File: config.mk
export PLATFORM = sky130hd
export DESIGN_NAME = video_src_sel_flat
export DESIGN_NICKNAME = d
export VERILOG_FILES = /design/src/rtl/video_src_sel_if.sv /design/src/rtl/video_src_sel.sv /design/src/flat_wrapper.sv
export SDC_FILE = /design/constraint.sdc
export NUM_CORES = 1
export LEC_CHECK = 0
export CORE_MARGIN = 5
export CORE_UTILIZATION = 45
export DETAILED_ROUTE_END_ITERATION = 10
export HOLD_SLACK_MARGIN = 0.15
export PLACE_DENSITY = 0.72
export SLEW_MARGIN = 20
export SYNTH_ARGS = -nofsm -noshare
export SYNTH_HDL_FRONTEND = slang
export SYNTH_SLANG_ARGS = --single-unit
export TNS_END_PERCENT = 30
File: constraint.sdc
create_clock -name clk -period 2.5 [get_ports clk]
set_clock_uncertainty 0.1 [all_clocks]
set_input_delay 0.375 -clock clk [delete_from_list [all_inputs] [get_ports clk]]
set_output_delay 0.375 -clock clk [all_outputs]
set_load 0.05 [all_outputs]
File: src/rtl/video_src_sel_if.sv
// Signal bundle between the video source selector and its neighbours:
// source request, live RGB input stream and selected RGB output stream.
interface video_src_sel_if #(
    parameter int RGB_WIDTH = 24
) ();
    logic [1:0]           mode_req;
    logic [RGB_WIDTH-1:0] solid_color;
    logic [RGB_WIDTH-1:0] live_pix;
    logic                 live_valid;
    logic                 live_line;
    logic                 live_frame;
    logic [RGB_WIDTH-1:0] out_pix;
    logic                 out_valid;
    logic                 out_line;
    logic                 out_frame;
    logic [1:0]           mode_act;
    logic [15:0]          frame_cnt;

    modport master (
        output mode_req, solid_color, live_pix, live_valid, live_line, live_frame,
        input  out_pix, out_valid, out_line, out_frame, mode_act, frame_cnt
    );

    modport slave (
        input  mode_req, solid_color, live_pix, live_valid, live_line, live_frame,
        output out_pix, out_valid, out_line, out_frame, mode_act, frame_cnt
    );
endinterface

File: src/rtl/video_src_sel.sv
// Frame-synchronous selector between the live ISP stream and generated test
// patterns. Define VIDEO_SRC_CHECKER_EN to turn mode 3 into an 8x8 checkerboard.
module video_src_sel #(
    parameter int LINE_LENGTH = 640,
    parameter int FRAME_LINES = 480,
    parameter int RGB_WIDTH   = 24,
    parameter int HBLANK      = 16,
    parameter int VBLANK      = 4
) (
    input  logic         clk,
    input  logic         reset_n,
    video_src_sel_if.slave vif
);

    localparam int CW     = RGB_WIDTH / 3;
    localparam int PERIOD = HBLANK + LINE_LENGTH;
    localparam int VB_CYC = VBLANK * PERIOD;
    localparam int BAR_W  = LINE_LENGTH / 8;
    // x/y keep at least 4 bits so bit 3 exists for the checkerboard decode
    localparam int XW     = ($clog2(LINE_LENGTH) < 4) ? 4 : $clog2(LINE_LENGTH);
    localparam int YW     = ($clog2(FRAME_LINES) < 4) ? 4 : $clog2(FRAME_LINES);
    localparam int CNTW   = ($clog2(VB_CYC) < 1) ? 1 : $clog2(VB_CYC);
    localparam int BW     = ($clog2(BAR_W) < 1) ? 1 : $clog2(BAR_W);

    localparam logic [XW-1:0]   X_LAST   = XW'(LINE_LENGTH - 1);
    localparam logic [YW-1:0]   Y_LAST   = YW'(FRAME_LINES - 1);
    localparam logic [CNTW-1:0] HB_LAST  = CNTW'(HBLANK - 1);
    localparam logic [CNTW-1:0] VB_LAST  = CNTW'(VB_CYC - 1);
    localparam logic [BW-1:0]   BAR_LAST = BW'(BAR_W - 1);

    typedef enum logic [2:0] {
        ST_IDLE     = 3'd0,
        ST_LIVE     = 3'd1,
        ST_GEN_HBLK = 3'd2,
        ST_GEN_LINE = 3'd3,
        ST_GEN_VBLK = 3'd4
    } state_t;

    state_t               state_r, state_s;
    logic [1:0]           mode_r, mode_s;
    logic [XW-1:0]        x_r, x_s;
    logic [YW-1:0]        y_r, y_s;
    logic [CNTW-1:0]      cnt_r, cnt_s;
    logic [BW-1:0]        bar_px_r, bar_px_s;
    logic [2:0]           bar_idx_r, bar_idx_s;
    logic                 live_frame_q_r;

    logic                 live_rise_s, live_fall_s, live_fwd_s, live_ok_s;
    logic [CW-1:0]        ramp_s;
    logic [RGB_WIDTH-1:0] pattern_s;

    logic [RGB_WIDTH-1:0] out_pix_r, out_pix_s;
    logic                 out_valid_r, out_valid_s;
    logic                 out_line_r, out_line_s;
    logic                 out_frame_r, out_frame_s;
    logic [1:0]           mode_act_r, mode_act_s;
    logic [15:0]          frame_cnt_r, frame_cnt_s;

    assign live_rise_s = vif.live_frame & ~live_frame_q_r;
    assign live_fall_s = ~vif.live_frame & live_frame_q_r;
    assign live_ok_s   = vif.live_valid & vif.live_line;
    assign ramp_s      = CW'(x_r);

    // Live-frame edge reference; resets high so a frame already running at
    // reset release is not mistaken for a fresh start.
    always_ff @(posedge clk or negedge reset_n) begin
        if (!reset_n) begin
            live_frame_q_r <= 1'b1;
        end else begin
            live_frame_q_r <= vif.live_frame;
        end
    end

    // FSM and pixel/line/blank counter registers.
    always_ff @(posedge clk or negedge reset_n) begin
        if (!reset_n) begin
            state_r   <= ST_IDLE;
            mode_r    <= 2'd0;
            x_r       <= {XW{1'b0}};
            y_r       <= {YW{1'b0}};
            cnt_r     <= {CNTW{1'b0}};
            bar_px_r  <= {BW{1'b0}};
            bar_idx_r <= 3'd0;
        end else begin
            state_r   <= state_s;
            mode_r    <= mode_s;
            x_r       <= x_s;
            y_r       <= y_s;
            cnt_r     <= cnt_s;
            bar_px_r  <= bar_px_s;
            bar_idx_r <= bar_idx_s;
        end
    end

    // Next-state and counter sequencing.
    always_comb begin
        state_s   = state_r;
        mode_s    = mode_r;
        x_s       = x_r;
        y_s       = y_r;
        cnt_s     = cnt_r;
        bar_px_s  = bar_px_r;
        bar_idx_s = bar_idx_r;
        case (state_r)
            ST_IDLE: begin
                x_s       = {XW{1'b0}};
                y_s       = {YW{1'b0}};
                cnt_s     = {CNTW{1'b0}};
                bar_px_s  = {BW{1'b0}};
                bar_idx_s = 3'd0;
                if (vif.mode_req != 2'd0) begin
                    state_s = ST_GEN_HBLK;
                    mode_s  = vif.mode_req;
                end else if (live_rise_s) begin
                    state_s = ST_LIVE;
                    mode_s  = 2'd0;
                end else begin
                    state_s = ST_IDLE;
                end
            end
            ST_LIVE: begin
                if (live_fall_s) begin
                    state_s = ST_IDLE;
                end else begin
                    state_s = ST_LIVE;
                end
            end
            ST_GEN_HBLK: begin
                if (cnt_r == HB_LAST) begin
                    cnt_s   = {CNTW{1'b0}};
                    state_s = ST_GEN_LINE;
                end else begin
                    cnt_s   = cnt_r + {{(CNTW-1){1'b0}}, 1'b1};
                end
            end
            ST_GEN_LINE: begin
                if (x_r == X_LAST) begin
                    x_s       = {XW{1'b0}};
                    bar_px_s  = {BW{1'b0}};
                    bar_idx_s = 3'd0;
                    if (y_r == Y_LAST) begin
                        y_s     = {YW{1'b0}};
                        state_s = ST_GEN_VBLK;
                    end else begin
                        y_s     = y_r + {{(YW-1){1'b0}}, 1'b1};
                        state_s = ST_GEN_HBLK;
                    end
                end else begin
                    x_s = x_r + {{(XW-1){1'b0}}, 1'b1};
                    // bar index advances by counting, avoiding a divide by LINE_LENGTH/8
                    if (bar_px_r == BAR_LAST) begin
                        bar_px_s  = {BW{1'b0}};
                        bar_idx_s = bar_idx_r + 3'd1;
                    end else begin
                        bar_px_s  = bar_px_r + {{(BW-1){1'b0}}, 1'b1};
                    end
                end
            end
            ST_GEN_VBLK: begin
                if (cnt_r == VB_LAST) begin
                    cnt_s   = {CNTW{1'b0}};
                    state_s = ST_IDLE;
                end else begin
                    cnt_s   = cnt_r + {{(CNTW-1){1'b0}}, 1'b1};
                end
            end
            default: begin
                state_s = ST_IDLE;
            end
        endcase
    end

    // Test-pattern colour for the current pixel position.
    always_comb begin
        pattern_s = {RGB_WIDTH{1'b0}};
        case (mode_r)
            // bar order white..black is exactly R=~b1, G=~b2, B=~b0 of the bar index
            2'd1: pattern_s = {{CW{~bar_idx_r[1]}}, {CW{~bar_idx_r[2]}}, {CW{~bar_idx_r[0]}}};
            2'd2: pattern_s = {ramp_s, ramp_s, ramp_s};
            2'd3: begin
`ifdef VIDEO_SRC_CHECKER_EN
                if (x_r[3] ^ y_r[3]) begin
                    pattern_s = ~vif.solid_color;
                end else begin
                    pattern_s = vif.solid_color;
                end
`else
                pattern_s = vif.solid_color;
`endif
            end
            default: pattern_s = {RGB_WIDTH{1'b0}};
        endcase
    end

    // Output decode; live data is forwarded on the very edge IDLE detects its start.
    always_comb begin
        live_fwd_s  = 1'b0;
        out_pix_s   = {RGB_WIDTH{1'b0}};
        out_valid_s = 1'b0;
        out_line_s  = 1'b0;
        out_frame_s = 1'b0;
        mode_act_s  = mode_act_r;
        case (state_r)
            ST_LIVE: live_fwd_s = 1'b1;
            ST_IDLE: live_fwd_s = (vif.mode_req == 2'd0) && live_rise_s;
            default: live_fwd_s = 1'b0;
        endcase
        if (live_fwd_s) begin
            out_valid_s = live_ok_s;
            out_line_s  = vif.live_line;
            out_frame_s = vif.live_frame;
            out_pix_s   = live_ok_s ? vif.live_pix : {RGB_WIDTH{1'b0}};
            mode_act_s  = 2'd0;
        end else if (state_r == ST_GEN_HBLK) begin
            out_frame_s = 1'b1;
            mode_act_s  = mode_r;
        end else if (state_r == ST_GEN_LINE) begin
            out_frame_s = 1'b1;
            out_line_s  = 1'b1;
            out_valid_s = 1'b1;
            out_pix_s   = pattern_s;
            mode_act_s  = mode_r;
        end else begin
            out_frame_s = 1'b0;
        end
        if (out_frame_r && !out_frame_s) begin
            frame_cnt_s = frame_cnt_r + 16'd1;
        end else begin
            frame_cnt_s = frame_cnt_r;
        end
    end

    // Output registers.
    always_ff @(posedge clk or negedge reset_n) begin
        if (!reset_n) begin
            out_pix_r   <= {RGB_WIDTH{1'b0}};
            out_valid_r <= 1'b0;
            out_line_r  <= 1'b0;
            out_frame_r <= 1'b0;
            mode_act_r  <= 2'd0;
            frame_cnt_r <= 16'd0;
        end else begin
            out_pix_r   <= out_pix_s;
            out_valid_r <= out_valid_s;
            out_line_r  <= out_line_s;
            out_frame_r <= out_frame_s;
            mode_act_r  <= mode_act_s;
            frame_cnt_r <= frame_cnt_s;
        end
    end

    assign vif.out_pix   = out_pix_r;
    assign vif.out_valid = out_valid_r;
    assign vif.out_line  = out_line_r;
    assign vif.out_frame = out_frame_r;
    assign vif.mode_act  = mode_act_r;
    assign vif.frame_cnt = frame_cnt_r;

endmodule
File: src/flat_wrapper.sv
// flat-port wrapper written by rule: the top's interface ports become plain ports
module video_src_sel_flat 
#(
    parameter int LINE_LENGTH = 640,
    parameter int FRAME_LINES = 480,
    parameter int RGB_WIDTH   = 24,
    parameter int HBLANK      = 16,
    parameter int VBLANK      = 4
)
  (clk, reset_n, vif_mode_req, vif_solid_color, vif_live_pix, vif_live_valid, vif_live_line, vif_live_frame, vif_out_pix, vif_out_valid, vif_out_line, vif_out_frame, vif_mode_act, vif_frame_cnt);
  video_src_sel_if #(.RGB_WIDTH(RGB_WIDTH)) vif_i ();
  input  logic clk;
  input  logic reset_n;
  input wire logic [$bits(vif_i.mode_req)-1:0] vif_mode_req;
  input wire logic [$bits(vif_i.solid_color)-1:0] vif_solid_color;
  input wire logic [$bits(vif_i.live_pix)-1:0] vif_live_pix;
  input wire logic [$bits(vif_i.live_valid)-1:0] vif_live_valid;
  input wire logic [$bits(vif_i.live_line)-1:0] vif_live_line;
  input wire logic [$bits(vif_i.live_frame)-1:0] vif_live_frame;
  output wire logic [$bits(vif_i.out_pix)-1:0] vif_out_pix;
  output wire logic [$bits(vif_i.out_valid)-1:0] vif_out_valid;
  output wire logic [$bits(vif_i.out_line)-1:0] vif_out_line;
  output wire logic [$bits(vif_i.out_frame)-1:0] vif_out_frame;
  output wire logic [$bits(vif_i.mode_act)-1:0] vif_mode_act;
  output wire logic [$bits(vif_i.frame_cnt)-1:0] vif_frame_cnt;
  assign vif_i.mode_req = vif_mode_req;
  assign vif_i.solid_color = vif_solid_color;
  assign vif_i.live_pix = vif_live_pix;
  assign vif_i.live_valid = vif_live_valid;
  assign vif_i.live_line = vif_live_line;
  assign vif_i.live_frame = vif_live_frame;
  assign vif_out_pix = vif_i.out_pix;
  assign vif_out_valid = vif_i.out_valid;
  assign vif_out_line = vif_i.out_line;
  assign vif_out_frame = vif_i.out_frame;
  assign vif_mode_act = vif_i.mode_act;
  assign vif_frame_cnt = vif_i.frame_cnt;
  video_src_sel #(.LINE_LENGTH(LINE_LENGTH), .FRAME_LINES(FRAME_LINES), .RGB_WIDTH(RGB_WIDTH), .HBLANK(HBLANK), .VBLANK(VBLANK)) u_core (.clk(clk), .reset_n(reset_n), .vif(vif_i));
endmodule
**Yosys cells after proc, flatten, opt, wreduce, memory -nomap -nowiden**

Index checks and enable logic that the tools add are counted.

- Output and inout bits: 45
- Bits of input ports: 55
- Word-level logic and storage cells: 97
- Flip-flop bits (word level): 92

- Bitwise logic cells: 8
- Reductions and logical operators: 14
- Equality and inequality tests: 16
- Add/sub/neg operators: 6
- Mux-type cells: 39

Operators with widths:

| cell | count |
|---|---|
| $mux 24 | 4 |
| $pmux 24 s3 | 1 |
| $pmux 12 s3 | 1 |
| $mux 12 | 2 |
| $mux 3 | 7 |
| $pmux 10 s2 | 1 |
| $mux 9 | 2 |
| $pmux 9 s2 | 1 |
| $add 16x1->16 const B | 1 |
| $pmux 3 s5 | 1 |
| $mux 7 | 2 |
| $pmux 7 s2 | 1 |
| $add 12x1->12 const B | 1 |
| $eq 12x12->1 const B | 1 |
| $eq 12x4->1 const B | 1 |
| $add 10x1->10 const B | 1 |
| $eq 10x10->1 const B | 1 |
| $mux 10 | 1 |
| $mux 2 | 5 |
| $add 9x1->9 const B | 1 |
| $eq 9x9->1 const B | 1 |
| $mux 1 | 8 |
| $add 7x1->7 const B | 1 |
| $eq 7x7->1 const B | 1 |
| 20 further kinds | 36 |

**Depth between registers and ports, before layout**

- Depth after elaboration: 7
- Gate-level depth with buffers: 7
- Mapped depth without buffers: 6

**Worst setup path before layout**

No wires, ideal clock.

- Path kind: register to register
- Start point: register u_core.out_frame_r (netlist: u_core.vif.out_frame)
- End point: register u_core.frame_cnt_r[4] (netlist: u_core.vif.frame_cnt[4])
- Data required time: 2258 ps
- Slack: 469 ps
- Setup time: 142 ps
- Stages on the path, launching flop included: 6
- Data arrival time: 1789 ps
- Clock period less this slack: 2031 ps
- Path buffers: 0
- Cells stage by stage: dfrtp_1 or3b_1 o2bb2ai_4 and2_2 nand3_1 xnor2_1

- Cells in the longest elaborated chain, start to end: 1

Ends and longest elaborated chain:

| what | RTL line | RTL |
|---|---|---|
| start: declaration | video_src_sel.sv:55 | `logic out_frame_r, out_frame_s;` |
| start signal: assignment | video_src_sel.sv:246 | `out_frame_r <= out_frame_s;` |
| $logic_and 1x1->1 | video_src_sel.sv:226 | `if (out_frame_r && !out_frame_s) begin` |
| end signal: assignment | video_src_sel.sv:248 | `frame_cnt_r <= frame_cnt_s;` |
| end: declaration | video_src_sel.sv:57 | `logic [15:0] frame_cnt_r, frame_cnt_s;` |

Every way passes these cells.
A chain may end at the register's enable or synchronous reset.

**Worst setup path in the final report**

- Start point: register u_core.state_r[1]
- End point: register u_core.cnt_r[11]

- Cells in the longest elaborated chain, start to end: 2
- Elaborated cells on any way between the ends: 5
- Those cells by class: eq/ne: 2; mux: 1; reduce/logical: 2

Ends and longest elaborated chain:

| what | RTL line | RTL |
|---|---|---|
| start: declaration | video_src_sel.sv:39 | `state_t state_r, state_s;` |
| start signal: assignment | video_src_sel.sv:85 | `state_r <= state_s;` |
| $eq 3x3->1 (tied with other cells) | video_src_sel.sv:104 | `case (state_r)` |
| $pmux 12 s3 or $reduce_bool 3->1 (tied branches) | - |  |
| end signal: assignment | video_src_sel.sv:81 | `cnt_r <= {CNTW{1'b0}};` |
| end signal: assignment | video_src_sel.sv:89 | `cnt_r <= cnt_s;` |
| end: declaration | video_src_sel.sv:43 | `logic [CNTW-1:0] cnt_r, cnt_s;` |

Several ways; a longest one is shown, not always the timed one.

==> results by group <==
Layout
  • Most frequent cells in the layout: clkdlybuf4s50_1, dfrtp_1, o21ai_0
  • Multi-input logic area: 2288 um2
  • Final #Nets: 638
  • Most common cell after layout, fill and taps aside: clkdlybuf4s50_1
  • Register area: 2303 um2
  • Synth-to-Final Area Change: 27.51%
  • Share of post-route cells with drive strength above 1: 9.107%
  • Number of diodes: 0
  • Fillers: 865

Logic synthesis
  • FFs w/ async S/R, synth: 100.0%
  • EDFF count, synth: 0
  • Syn. warnings: 0
  • Synth Register Bits: 92
  • Syn Std Cell Area: 4740 um2
  • Syn Inst Count: 481
  • Synth unique cells: 60
  • Seq/Total Area, Yosys: 48.60%
  • Syn_nets: 542
  • Post-synth top flop: dfrtp_1
  • Syn Area/Cell: 9.854 um2

Placement
  • HPWL after DPL: 8660 um
  • IO buf count: 99
  • Post-Place Worst Slack: 0.2856 ns
  • GPL Wtd Cong: 0.8107

GRT
  • Total gr overflow: 0
  • Largest net degree at the start of global routing: 49
  • First-pass GRT wire length: 19380 um
  • Initial antenna violation count: 0
  • Tot GR Track Use: 18.83%
  • Number of global-route vias before repair: 3861

Timing
  • Final period util: 88.84%
  • RSZ-0062 raised after global routing: false
  • Worst-margin pin slew: 0.6154 ns
  • Hold Fails Final Rpt: 0
  • Final hold slack: 0.3867 ns
  • Final setup vio count: 0
  • Max-slew violations: 0
  • Final WS setup: 0.2790 ns
  • TNS Setup: 0 ns
  • Tmin final: 2.221 ns
  • Slew HR: 58.97%
  • Max Fclk: 0.4503 GHz

Worst setup path
  • Kind of critical path: register to register
  • Startpoint types: register
  • Data arrival, critical path: 2.37 ns
  • Critical path data required time: 2.65 ns
  • CP Max Fanout: 17
  • Endpoint class of the critical path: register

Run status
  • Status: completed

Route
  • Initial DRC count: 246
  • DR vias/cell: 5.553
  • DR WL/cell: 16.48 um
  • Drt total wl: 11840 um
  • Vias: 3987
  • First drt pass iteration count: 5
  • DRC Markers: 0
  • Antenna viol nets, final: 0

Die
  • Die Ht: 112.6 um
  • Die X-Extent: 112.6 um
  • Initial Util: 46.12%
  • Placeable Area: 10280 um2
  • Die area: 12680 um2
  • Row count: 37
  • I/O pin cnt: 100

Pwr
  • Leakage Power: 2.633 nW
  • VDD IR max: 0.2260 mV
  • Pwr Total: 2.552 mW
  • Pwr/cell area: 422.4 nW/um2

CTS
  • CTS tree: yes
  • Clk buf depth: 2
  • Hold-fix buffers, CTS: 1
  • Worst-path clk slew: 0.09 ns
  • Clock Sinks: 92
  • TritonCTS Buffers: 9
  • H-tree Lvls: 3
  • Clk_lat worst skew: 0.37 ns
  • Setup bufs post-CTS: 0
  • PostCTS Resize Cnt: 0
  • CTS root buf: clkbuf_8

Min path
  • Worst hold path type: register to register

Flow run
  • Max-cap viol count: 0
==> flip-flops by register name, summed over array words and instances (netlist names) <==
name	count
u_core.vif.frame_cnt	16
u_core.vif.mode_act	2
u_core.y_r	9
u_core.cnt_r	12
u_core.live_frame_q_r	1
u_core.state_r	3
u_core.vif.out_valid	1
u_core.vif.out_frame	1
u_core.vif.out_pix	24
u_core.x_r	10
u_core.mode_r	2
u_core.vif.out_line	1
u_core.bar_idx_r	3
u_core.bar_px_r	7
==> final cells by class <==
class	instances	area share (%)
Sequential cell	92	38.12
Inverter	7	0.4348
Timing Repair Buffer	109	17.85
Clock inverter	6	0.6418
Tap cell	136	2.816
Multi-Input combinational cell	358	37.87
Clock buffer	10	2.277
==> path summary, 6_finish.rpt <==
path                                         start                  endpoint  slack [ns]  depth (start not counted)
hold / removal             u_core.vif.frame_cnt[7]   u_core.vif.frame_cnt[7]        0.39                          1
setup reg to reg                 u_core.state_r[1]          u_core.cnt_r[11]        0.28                          5
min in group asynchronous                  reset_n  u_core.vif.frame_cnt[13]        0.45                          2
hold reg to reg            u_core.vif.frame_cnt[7]   u_core.vif.frame_cnt[7]        0.39                          1
max in group asynchronous                  reset_n     u_core.live_frame_q_r        1.09                          3
setup / recovery                 u_core.state_r[1]          u_core.cnt_r[11]        0.28                          5
==> per-layer routing <==
layer  track usage [%]  vias up  part of all wire, %
met3             4.852       18                  7.0
li1                  -     1950                    -
met1             25.45     1882                   45
met2             29.70      137                   46
met4             5.929        0                  1.6
met5                 0        -                    0
==> where the power goes <==
| group | switching (mW) | internal [mW] | leakage, nW |
|---|---|---|---|
| sequential | 0.00271 | 1.49 | 1.23 |
| combinational | 0.0562 | 0.0815 | 1.32 |
| clock | 0.537 | 0.387 | 0.0885 |
| total | 0.595 | 1.96 | 2.63 |
==> cell usage after synthesis (all sizes together) (2+ instances only) <==
cell type	number	area [um2]
nor4b	2	23.77
a211o	2	17.52
nor3b	3	22.52
a21oi	34	170.2
nand4	9	71.32
nand2b	2	12.51
nand2	46	180.2
xnor2	11	96.34
ha	6	75.07
buf	15	86.33
o31ai	5	56.30
or3	3	18.77
nor3	12	80.08
a31oi	3	18.77
a22o	32	280.3
or3b	2	20.02
mux2	2	22.52
o21ai	57	289.0
or2	4	25.02
dfrtp	91	2277
nor2	34	127.6
inv	7	26.28
o311ai	5	43.79
xor2	14	122.6
nor4	6	67.56
and2	4	26.28
a21o	4	30.03
nor2b	4	25.02
and3	8	50.05
nand3	30	155.1
o21bai	2	15.01
clkbuf	9	35.03
==> worst max-delay path, stage by stage (launching register included) <==
cell	delay [ns]
dfrtp_1	0.74
nor2b_1	0.33
a21boi_1	0.27
o31a_1	0.42
nand3_1	0.12
o311ai_0	0.11
==> kinds of logic after synthesis <==
| family | Yosys count | synth area share [%] |
|---|---|---|
| flip-flops | 92 | 48.60 |
| adder cells (fa/ha/maj) | 6 | 1.584 |
| XOR/XNOR | 25 | 4.620 |
| multiplexers | 2 | 0.4752 |
| AND/OR/NAND/NOR | 172 | 19.90 |
| buffers and inverters | 31 | 3.115 |
| AO/OA/AOI/OAI | 153 | 21.70 |
==> stage by stage <==
stage,std cells,utilization [%],cell area (um2)
final,718,58.80,6043
after global routing,718,58.80,6043
after floorplan,481,-,4740
after CTS,718,58.80,6043
after detailed placement,701,56.99,5857
after global placement,701,56.99,5857
Power figures use the tool's default switching activity.
